--- src/rtl/prog_loader_if.sv ---
// Command port between a host and the serial program loader.
interface prog_loader_if;
    logic       cmd_valid;
    logic       cmd_ready;
    logic       cmd_op;
    logic [3:0] cmd_addr;
    logic [7:0] cmd_data;

    modport master (
        output cmd_valid,
        output cmd_op,
        output cmd_addr,
        output cmd_data,
        input  cmd_ready
    );

    modport slave (
        input  cmd_valid,
        input  cmd_op,
        input  cmd_addr,
        input  cmd_data,
        output cmd_ready
    );
endinterface

--- src/rtl/prog_loader.sv ---
// Host-side serial master for the tiny processor core: serialises WRITE
// commands into 12-bit instruction-cache frames and runs the core for a
// programmed number of cycles on RUN commands.
module prog_loader #(
    parameter int unsigned GAP_CYCLES = 2
) (
    input  logic         clk,
    input  logic         rst_n,
    prog_loader_if.slave cmd,
    input  logic         run_stop,
    output logic         csi_n,
    output logic         csd_n,
    output logic         mosi,
    output logic         proc_en,
    output logic         busy,
    output logic         done
);

    localparam int unsigned GW = (GAP_CYCLES > 1) ? $clog2(GAP_CYCLES) : 1;
    localparam logic [GW-1:0] GAP_LAST = GW'(GAP_CYCLES - 1);

    typedef enum logic [2:0] {
        S_IDLE,
        S_PRE,
        S_SHIFT,
        S_HOLD,
        S_RUN,
        S_COOL
    } state_t;

    state_t        state_q, state_d;
    logic [11:0]   frame_q, frame_d;
    logic [3:0]    bit_q, bit_d;
    logic [GW-1:0] gap_q, gap_d;
    logic [7:0]    run_q, run_d;
    logic          csi_n_q, csi_n_d;
    logic          mosi_q, mosi_d;
    logic          proc_en_q, proc_en_d;
    logic          busy_q, busy_d;
    logic          done_q, done_d;

    // Ready is decoded from the state register alone.
    assign cmd.cmd_ready = (state_q == S_IDLE);
    assign csd_n         = 1'b1;
    assign csi_n         = csi_n_q;
    assign mosi          = mosi_q;
    assign proc_en       = proc_en_q;
    assign busy          = busy_q;
    assign done          = done_q;

    // State, counters and registered pin values.
    always_ff @(posedge clk or negedge rst_n) begin
        if (!rst_n) begin
            state_q   <= S_IDLE;
            frame_q   <= '0;
            bit_q     <= '0;
            gap_q     <= '0;
            run_q     <= '0;
            csi_n_q   <= 1'b1;
            mosi_q    <= 1'b0;
            proc_en_q <= 1'b0;
            busy_q    <= 1'b0;
            done_q    <= 1'b0;
        end else begin
            state_q   <= state_d;
            frame_q   <= frame_d;
            bit_q     <= bit_d;
            gap_q     <= gap_d;
            run_q     <= run_d;
            csi_n_q   <= csi_n_d;
            mosi_q    <= mosi_d;
            proc_en_q <= proc_en_d;
            busy_q    <= busy_d;
            done_q    <= done_d;
        end
    end

    // Next state and counters; pin values are derived from the next state so
    // every output comes straight from a flop.
    always_comb begin
        state_d = state_q;
        frame_d = frame_q;
        bit_d   = bit_q;
        gap_d   = gap_q;
        run_d   = run_q;

        case (state_q)
            S_IDLE: begin
                if (cmd.cmd_valid) begin
                    frame_d = {cmd.cmd_data, cmd.cmd_addr};
                    if (cmd.cmd_op) begin
                        run_d   = cmd.cmd_data;
                        state_d = S_RUN;
                    end else begin
                        state_d = S_PRE;
                    end
                end
            end
            S_PRE: begin
                bit_d   = 4'd0;
                state_d = S_SHIFT;
            end
            S_SHIFT: begin
                // Bit 11 is presented in the first HOLD cycle, after csi_n rises.
                bit_d = bit_q + 4'd1;
                if (bit_q == 4'd10) begin
                    gap_d   = GAP_LAST;
                    state_d = S_HOLD;
                end
            end
            S_RUN: begin
                if (run_stop || (run_q == 8'd0)) begin
                    gap_d   = GAP_LAST;
                    state_d = S_COOL;
                end else begin
                    run_d = run_q - 8'd1;
                end
            end
            S_HOLD, S_COOL: begin
                if (gap_q == '0) begin
                    state_d = S_IDLE;
                end else begin
                    gap_d = gap_q - 1'b1;
                end
            end
            default: state_d = S_IDLE;
        endcase

        csi_n_d   = !((state_d == S_PRE) || (state_d == S_SHIFT));
        mosi_d    = ((state_d == S_SHIFT) ||
                     ((state_d == S_HOLD) && (gap_d == GAP_LAST))) ? frame_d[bit_d] : 1'b0;
        proc_en_d = (state_d == S_RUN);
        busy_d    = (state_d != S_IDLE);
        done_d    = ((state_d == S_HOLD) || (state_d == S_COOL)) && (gap_d == '0);
    end

endmodule

--- src/flat_wrapper.sv ---
// flat-port wrapper written by rule: the top's interface ports become plain ports
module prog_loader_flat 
#(
    parameter int unsigned GAP_CYCLES = 2
)
  (clk, rst_n, run_stop, csi_n, csd_n, mosi, proc_en, busy, done, cmd_cmd_valid, cmd_cmd_op, cmd_cmd_addr, cmd_cmd_data, cmd_cmd_ready);
  prog_loader_if cmd_i ();
  input  logic clk;
  input  logic rst_n;
  input  logic run_stop;
  output logic csi_n;
  output logic csd_n;
  output logic mosi;
  output logic proc_en;
  output logic busy;
  output logic done;
  input wire logic [$bits(cmd_i.cmd_valid)-1:0] cmd_cmd_valid;
  input wire logic [$bits(cmd_i.cmd_op)-1:0] cmd_cmd_op;
  input wire logic [$bits(cmd_i.cmd_addr)-1:0] cmd_cmd_addr;
  input wire logic [$bits(cmd_i.cmd_data)-1:0] cmd_cmd_data;
  output wire logic [$bits(cmd_i.cmd_ready)-1:0] cmd_cmd_ready;
  assign cmd_i.cmd_valid = cmd_cmd_valid;
  assign cmd_i.cmd_op = cmd_cmd_op;
  assign cmd_i.cmd_addr = cmd_cmd_addr;
  assign cmd_i.cmd_data = cmd_cmd_data;
  assign cmd_cmd_ready = cmd_i.cmd_ready;
  prog_loader #(.GAP_CYCLES(GAP_CYCLES)) u_core (.clk(clk), .rst_n(rst_n), .cmd(cmd_i), .run_stop(run_stop), .csi_n(csi_n), .csd_n(csd_n), .mosi(mosi), .proc_en(proc_en), .busy(busy), .done(done));
endmodule
--- config.mk ---
export PLATFORM = sky130hd
export DESIGN_NAME = prog_loader_flat
export DESIGN_NICKNAME = d
export VERILOG_FILES = /design/src/rtl/prog_loader_if.sv /design/src/rtl/prog_loader.sv /design/src/flat_wrapper.sv
export SDC_FILE = /design/constraint.sdc
export NUM_CORES = 1
export LEC_CHECK = 0
export ABC_AREA = 1
export ABC_CLOCK_PERIOD_IN_PS = 4030
export CAP_MARGIN = 20
export CORE_ASPECT_RATIO = 0.7
export CORE_UTILIZATION = 55
export CTS_CLUSTER_SIZE = 8
export DETAILED_ROUTE_END_ITERATION = 10
export GPL_ROUTABILITY_DRIVEN = 0
export PLACE_DENSITY = 0.79
export SLEW_MARGIN = 0
export SYNTH_ARGS = -nofsm -noshare
export SYNTH_HDL_FRONTEND = slang
export SYNTH_SLANG_ARGS = --single-unit
export TNS_END_PERCENT = 1
--- constraint.sdc ---
create_clock -name clk -period 4.03 [get_ports clk]
set_clock_uncertainty 0.15 [all_clocks]
set_input_delay 0.806 -clock clk [delete_from_list [all_inputs] [get_ports clk]]
set_output_delay 0.806 -clock clk [all_outputs]
set_load 0.05 [all_outputs]
* Word level (Yosys, flattened, before mapping)
Index checks and enable logic that the tools add are counted.
** Word-level totals
- Memory bits (writable) :: 0
- Memories kept :: 0
- Bits in read-only memories :: 0
- Word-level logic and storage cells :: 62
- Register bits after elaboration :: 33
- Bits in latches :: 0
** Cells by class
- Multiplexer cells :: 20
- Divide/modulo/power cells :: 0
- Bitwise logic cells :: 1
- Order comparisons :: 1
- Reduce and logical (&&, ||, !) cells :: 13
- Add/sub/neg operators :: 3
- $mul :: 0
- Equal/unequal tests :: 14
- Shift-type cells :: 0
** Operator list (count)
- 12-bit two-way mux :: 2
- 8-bit two-way mux :: 3
- 8-bit case mux with 2 select lines :: 1
- 3-bit two-way mux :: 5
- 3-bit case mux with 5 select lines :: 1
- 3-bit by 2-bit equality test with 1-bit output, second input constant :: 4
- 3-bit equality test, second input constant :: 4
- 8-bit logical NOT :: 1
- 4-bit case mux with 2 select lines :: 1
- 8-bit by 1-bit subtractor with 8-bit output, second input constant :: 1
- 3-bit by 1-bit equality test with 1-bit output, second input constant :: 2
- 2-bit != test, second input constant :: 3
- 4-bit by 5-bit < comparator with 1-bit output, second input constant :: 1
- 1-bit two-way mux :: 5
- 4-bit by 1-bit adder with 4-bit output, second input constant :: 1
- 1-bit binary-select mux with 4-bit select :: 1
- 4-bit equality test, second input constant :: 1
- 1-bit logical OR :: 4
- 4-bit AND reduction :: 1
- 3-bit logical NOT :: 1
- 1-bit case mux with 3 select lines :: 1
- 3-bit nonzero test :: 1
- 1-bit logical AND :: 2
- 2-bit nonzero test :: 1
- other kinds (4) :: 4

* Depth between registers and ports, before layout
- Depth after elaboration :: 8
- Mapped depth :: 12
- Depth with buffers taken out :: 12

* Worst setup path after synthesis
OpenSTA, ideal clock, no wires.
- Path kind :: register to output
- Start :: register u_core.state_q[1]
- End :: output port cmd_cmd_ready
- Data arrival time :: 0.994 ns
- Cell stages (with the launch flop) :: 4
- Slack :: 2.080 ns
- Path through :: dfrtp_1 -> nor2_4 -> nand2_1 -> inv_2
** Between the ends
- Longest elaborated chain between the ends :: 1
** RTL lines
- from (decl) :: RTL line prog_loader.sv:31 : state_t state_q, state_d;
- from (signal assigned) :: RTL line prog_loader.sv:65 : state_q <= state_d;
- 3-bit logical NOT :: RTL line prog_loader.sv:43 : assign cmd.cmd_ready = (state_q == S_IDLE);
- to (decl) :: RTL line flat_wrapper.sv:21 : output wire logic [$bits(cmd_i.cmd_ready)-1:0] cmd_cmd_ready;
Every way passes these cells.

* Worst setup path in the final report
Ends and elaborated chain as after synthesis.

==> impl_results.md <==
- Status: completed
- 1st-pass router iterations: 4
- Die Wd: 71.4 µm
- Synth Cell Area: 1860 µm²
- Die ar.: 3620 µm²
- Crit path max fanout: 7
- Residual DRC count: 0
- # placed instances: 303
- Max-cap viol count: 0
- Final setup TNS: 0 ns
- Syn Nets: 267
- Primary FF master, synth: dfrtp_1
- Ant diodes: 0
- Synth area leader: dfrtp_1
- Seq/Total Area, Yosys: 44.5%
- Syn. warnings: 0
- Fmax: 331 MHz
- CTS tree: done
- Setup violators final: 0
- Synth area leaders: dfrtp_1, nand2_1, inv_1
- Synthesized area per cell: 7.52 µm²
- Starting Density: 58.2%
- Largest net degree at the start of global routing: 34
- Worst EP arrival: 2.06 ns
- Core area: 3190 µm²
- Routed Wire Length: 3800 µm
- Setup CP Type: flip-flop to output pin
- Cell count after synthesis: 247
- Logic pwr share: 51.8%
- Clock transition at path regs: 0.07 ns
- Clk root buf: clkbuf_8
- Crit share post-route: 74.9%
- Crit. End Element: output pin
- Net switching power: 0.000779 W
- Async SR Flop Fraction: 100%
- Yosys reg bits: 33
- Top cell type's share of synthesized area: 43.1%
- Die Y: 50.6 µm
- Data required time of the worst path: 3.07 ns
- Buffers on Ports: 22
- Flop2flop setup slack: 2.08 ns
- Synth unique cells: 32
- Grt ovf: 0
- Drt wl/cell: 12.2 µm
- Number of DRC markers in iteration 0: 121
- Initial antenna violation count: 0
- Vias in the first global route: 1498
- Seq pwr share: 33.3%
- Clock Sinks: 33
- Clock Power Share: 14.8%
- Met2 WL: 1550 µm
- DP HPWL: 2880 µm
- Worst hold slack: 0.323 ns
- Number of H-tree levels: 2
- Pins over their slew limit: 0
- Int Pwr: 0.000877 W
- # IOs: 24
- Overall power: 0.00166 W
- Post-CTS Hold Buffers: 0
- M1 wire length: 1990 µm
- Vias per inst: 5.19
- Post-CTS sizing: 0
- Clock Path Buffers: 2
- Vias: 1615
- Worst setup SP type: flip-flop
- EDFF count, synth: 0
- Sw Share: 47.0%
- Post-CTS Setup Inserts: 0
- Area growth, synth to finish: 17.3%
- Unrepaired setup endpoints after global routing: no
- VDD IR max: 0.385 mV
- Inserted Clock Buffers: 5
- Final Core Density: 68.3%
- Most common cell in the synthesized netlist: nand2_1
- Met3 wire length: 188 µm
- Count of non-filler cells in the finished layout: 311
- Fin nets: 292
- Tot GR Track Use: 25.0%
- LEAKAGE: 1.14 nW
- Minimum clock period: 3.02 ns
- Commonest cells in the netlist: nand2_1, inv_1, dfrtp_1, nand3_1, nor2_1
- Highest routed metal layer: met4
- Share of post-route cells with drive strength above 1: 11.7%
- Std-Cell Rows: 17
- Worst skew pair latency: 0.29 ns
- P per Cell Area: 761 nW/µm²
- Final hold vios: 0
- Post-DRT Antenna Nets: 0
- Hold WC Path Type: flip-flop to flip-flop
- First-pass GRT wire length: 6730 µm
-- state kept, by name, summed over array words and instances (netlist names) --
signal          cells
u_core.frame_q     12
u_core.run_q        8
u_core.bit_q        4
u_core.state_q      3
u_core.busy         1
u_core.csi_n        1
u_core.done         1
u_core.gap_q        1
u_core.mosi         1
u_core.proc_en      1
-- power by group through the flow --
stage	sequential [W]	clock (W)	combinational, W
after global routing	0.000568	0.000259	0.000973
after global placement	0.000555	0	0.000837
after floorplan	0.000602	0	0.000619
after CTS	0.000552	0.000248	0.000860
after detailed placement	0.000557	0	0.000853
final	0.000552	0.000246	0.000859
-- metal layers --
layer,vias to the layer above,global-route usage [%]
met5,-,0
met4,0,9.67
met3,8,6.43
met2,41,36.8
met1,746,35.3
li1,820,-
-- cells by family after synthesis --
family / synth area share (%)
other cells: 0.202
fa+ha+maj: 2.02
buf+inv: 11.3
xor+xnor: 0.944
simple gates: 31.1
flops: 44.5
compound gates: 9.97
-- stage by stage --
step | instance area (µm²) | setup slack [ns]
after global placement | 2090 | 1.34
after CTS | 2180 | 1.01
after global routing | 2180 | 0.907
final | 2180 | 1.01
after floorplan | 1860 | 2.08
after detailed placement | 2090 | 1.27
-- area by class of cell --
class | count | area (µm²)
Sequential cell | 33 | 827
Inverter | 45 | 169
Clock buffer | 5 | 68.8
Timing Repair Buffer | 23 | 228
Fill cell | 263 | 1010
Tap cell | 38 | 47.5
Multi-Input combinational cell | 164 | 821
Clock inverter | 3 | 17.5
-- path summary, 6_finish.rpt --
kind	start	to	cells after the start
setup / recovery	u_core.state_q[1]	cmd_cmd_ready	4
hold / removal	u_core.frame_q[6]	u_core.frame_q[6]	2
setup reg to reg	u_core.run_q[0]	u_core.run_q[1]	11
hold reg to reg	u_core.frame_q[6]	u_core.frame_q[6]	2
max in group asynchronous	rst_n	u_core.csi_n	2
min in group asynchronous	rst_n	u_core.run_q[5]	2
-- worst max-delay path, stage by stage, from the launching register on --
cell	delay [ns]
dfrtp_1	0.47
nor2_4	0.22
nand2_1	0.16
inv_2	0.11
clkdlybuf4s50_1	0.80
-- layout by cell type (no fill, tap or decap), types with 2 or more instances in the layout --
| cell type | Yosys | layout |
|---|---|---|
| xor2_1 | 2 | 2 |
| o21ai_0 | 6 | 6 |
| o21ai_2 | 2 | 2 |
| nand2_2 | 7 | 7 |
| nand2_1 | 78 | 78 |
| clkinv_2 | 0 | 2 |
| clkdlybuf4s50_1 | 0 | 22 |
| o21ai_1 | 7 | 7 |
| a21oi_1 | 9 | 9 |
| nand4_1 | 7 | 7 |
| clkbuf_8 | 0 | 5 |
| dfrtp_1 | 32 | 32 |
| o22ai_1 | 3 | 3 |
| ha_1 | 3 | 3 |
| inv_1 | 38 | 38 |
| o211ai_1 | 2 | 2 |
| nor2_4 | 2 | 2 |
| nand3_1 | 12 | 12 |
| nor2_1 | 12 | 12 |
| nor3_1 | 3 | 3 |
| inv_2 | 6 | 6 |
Note: power is estimated with default switching activity, not from simulation.
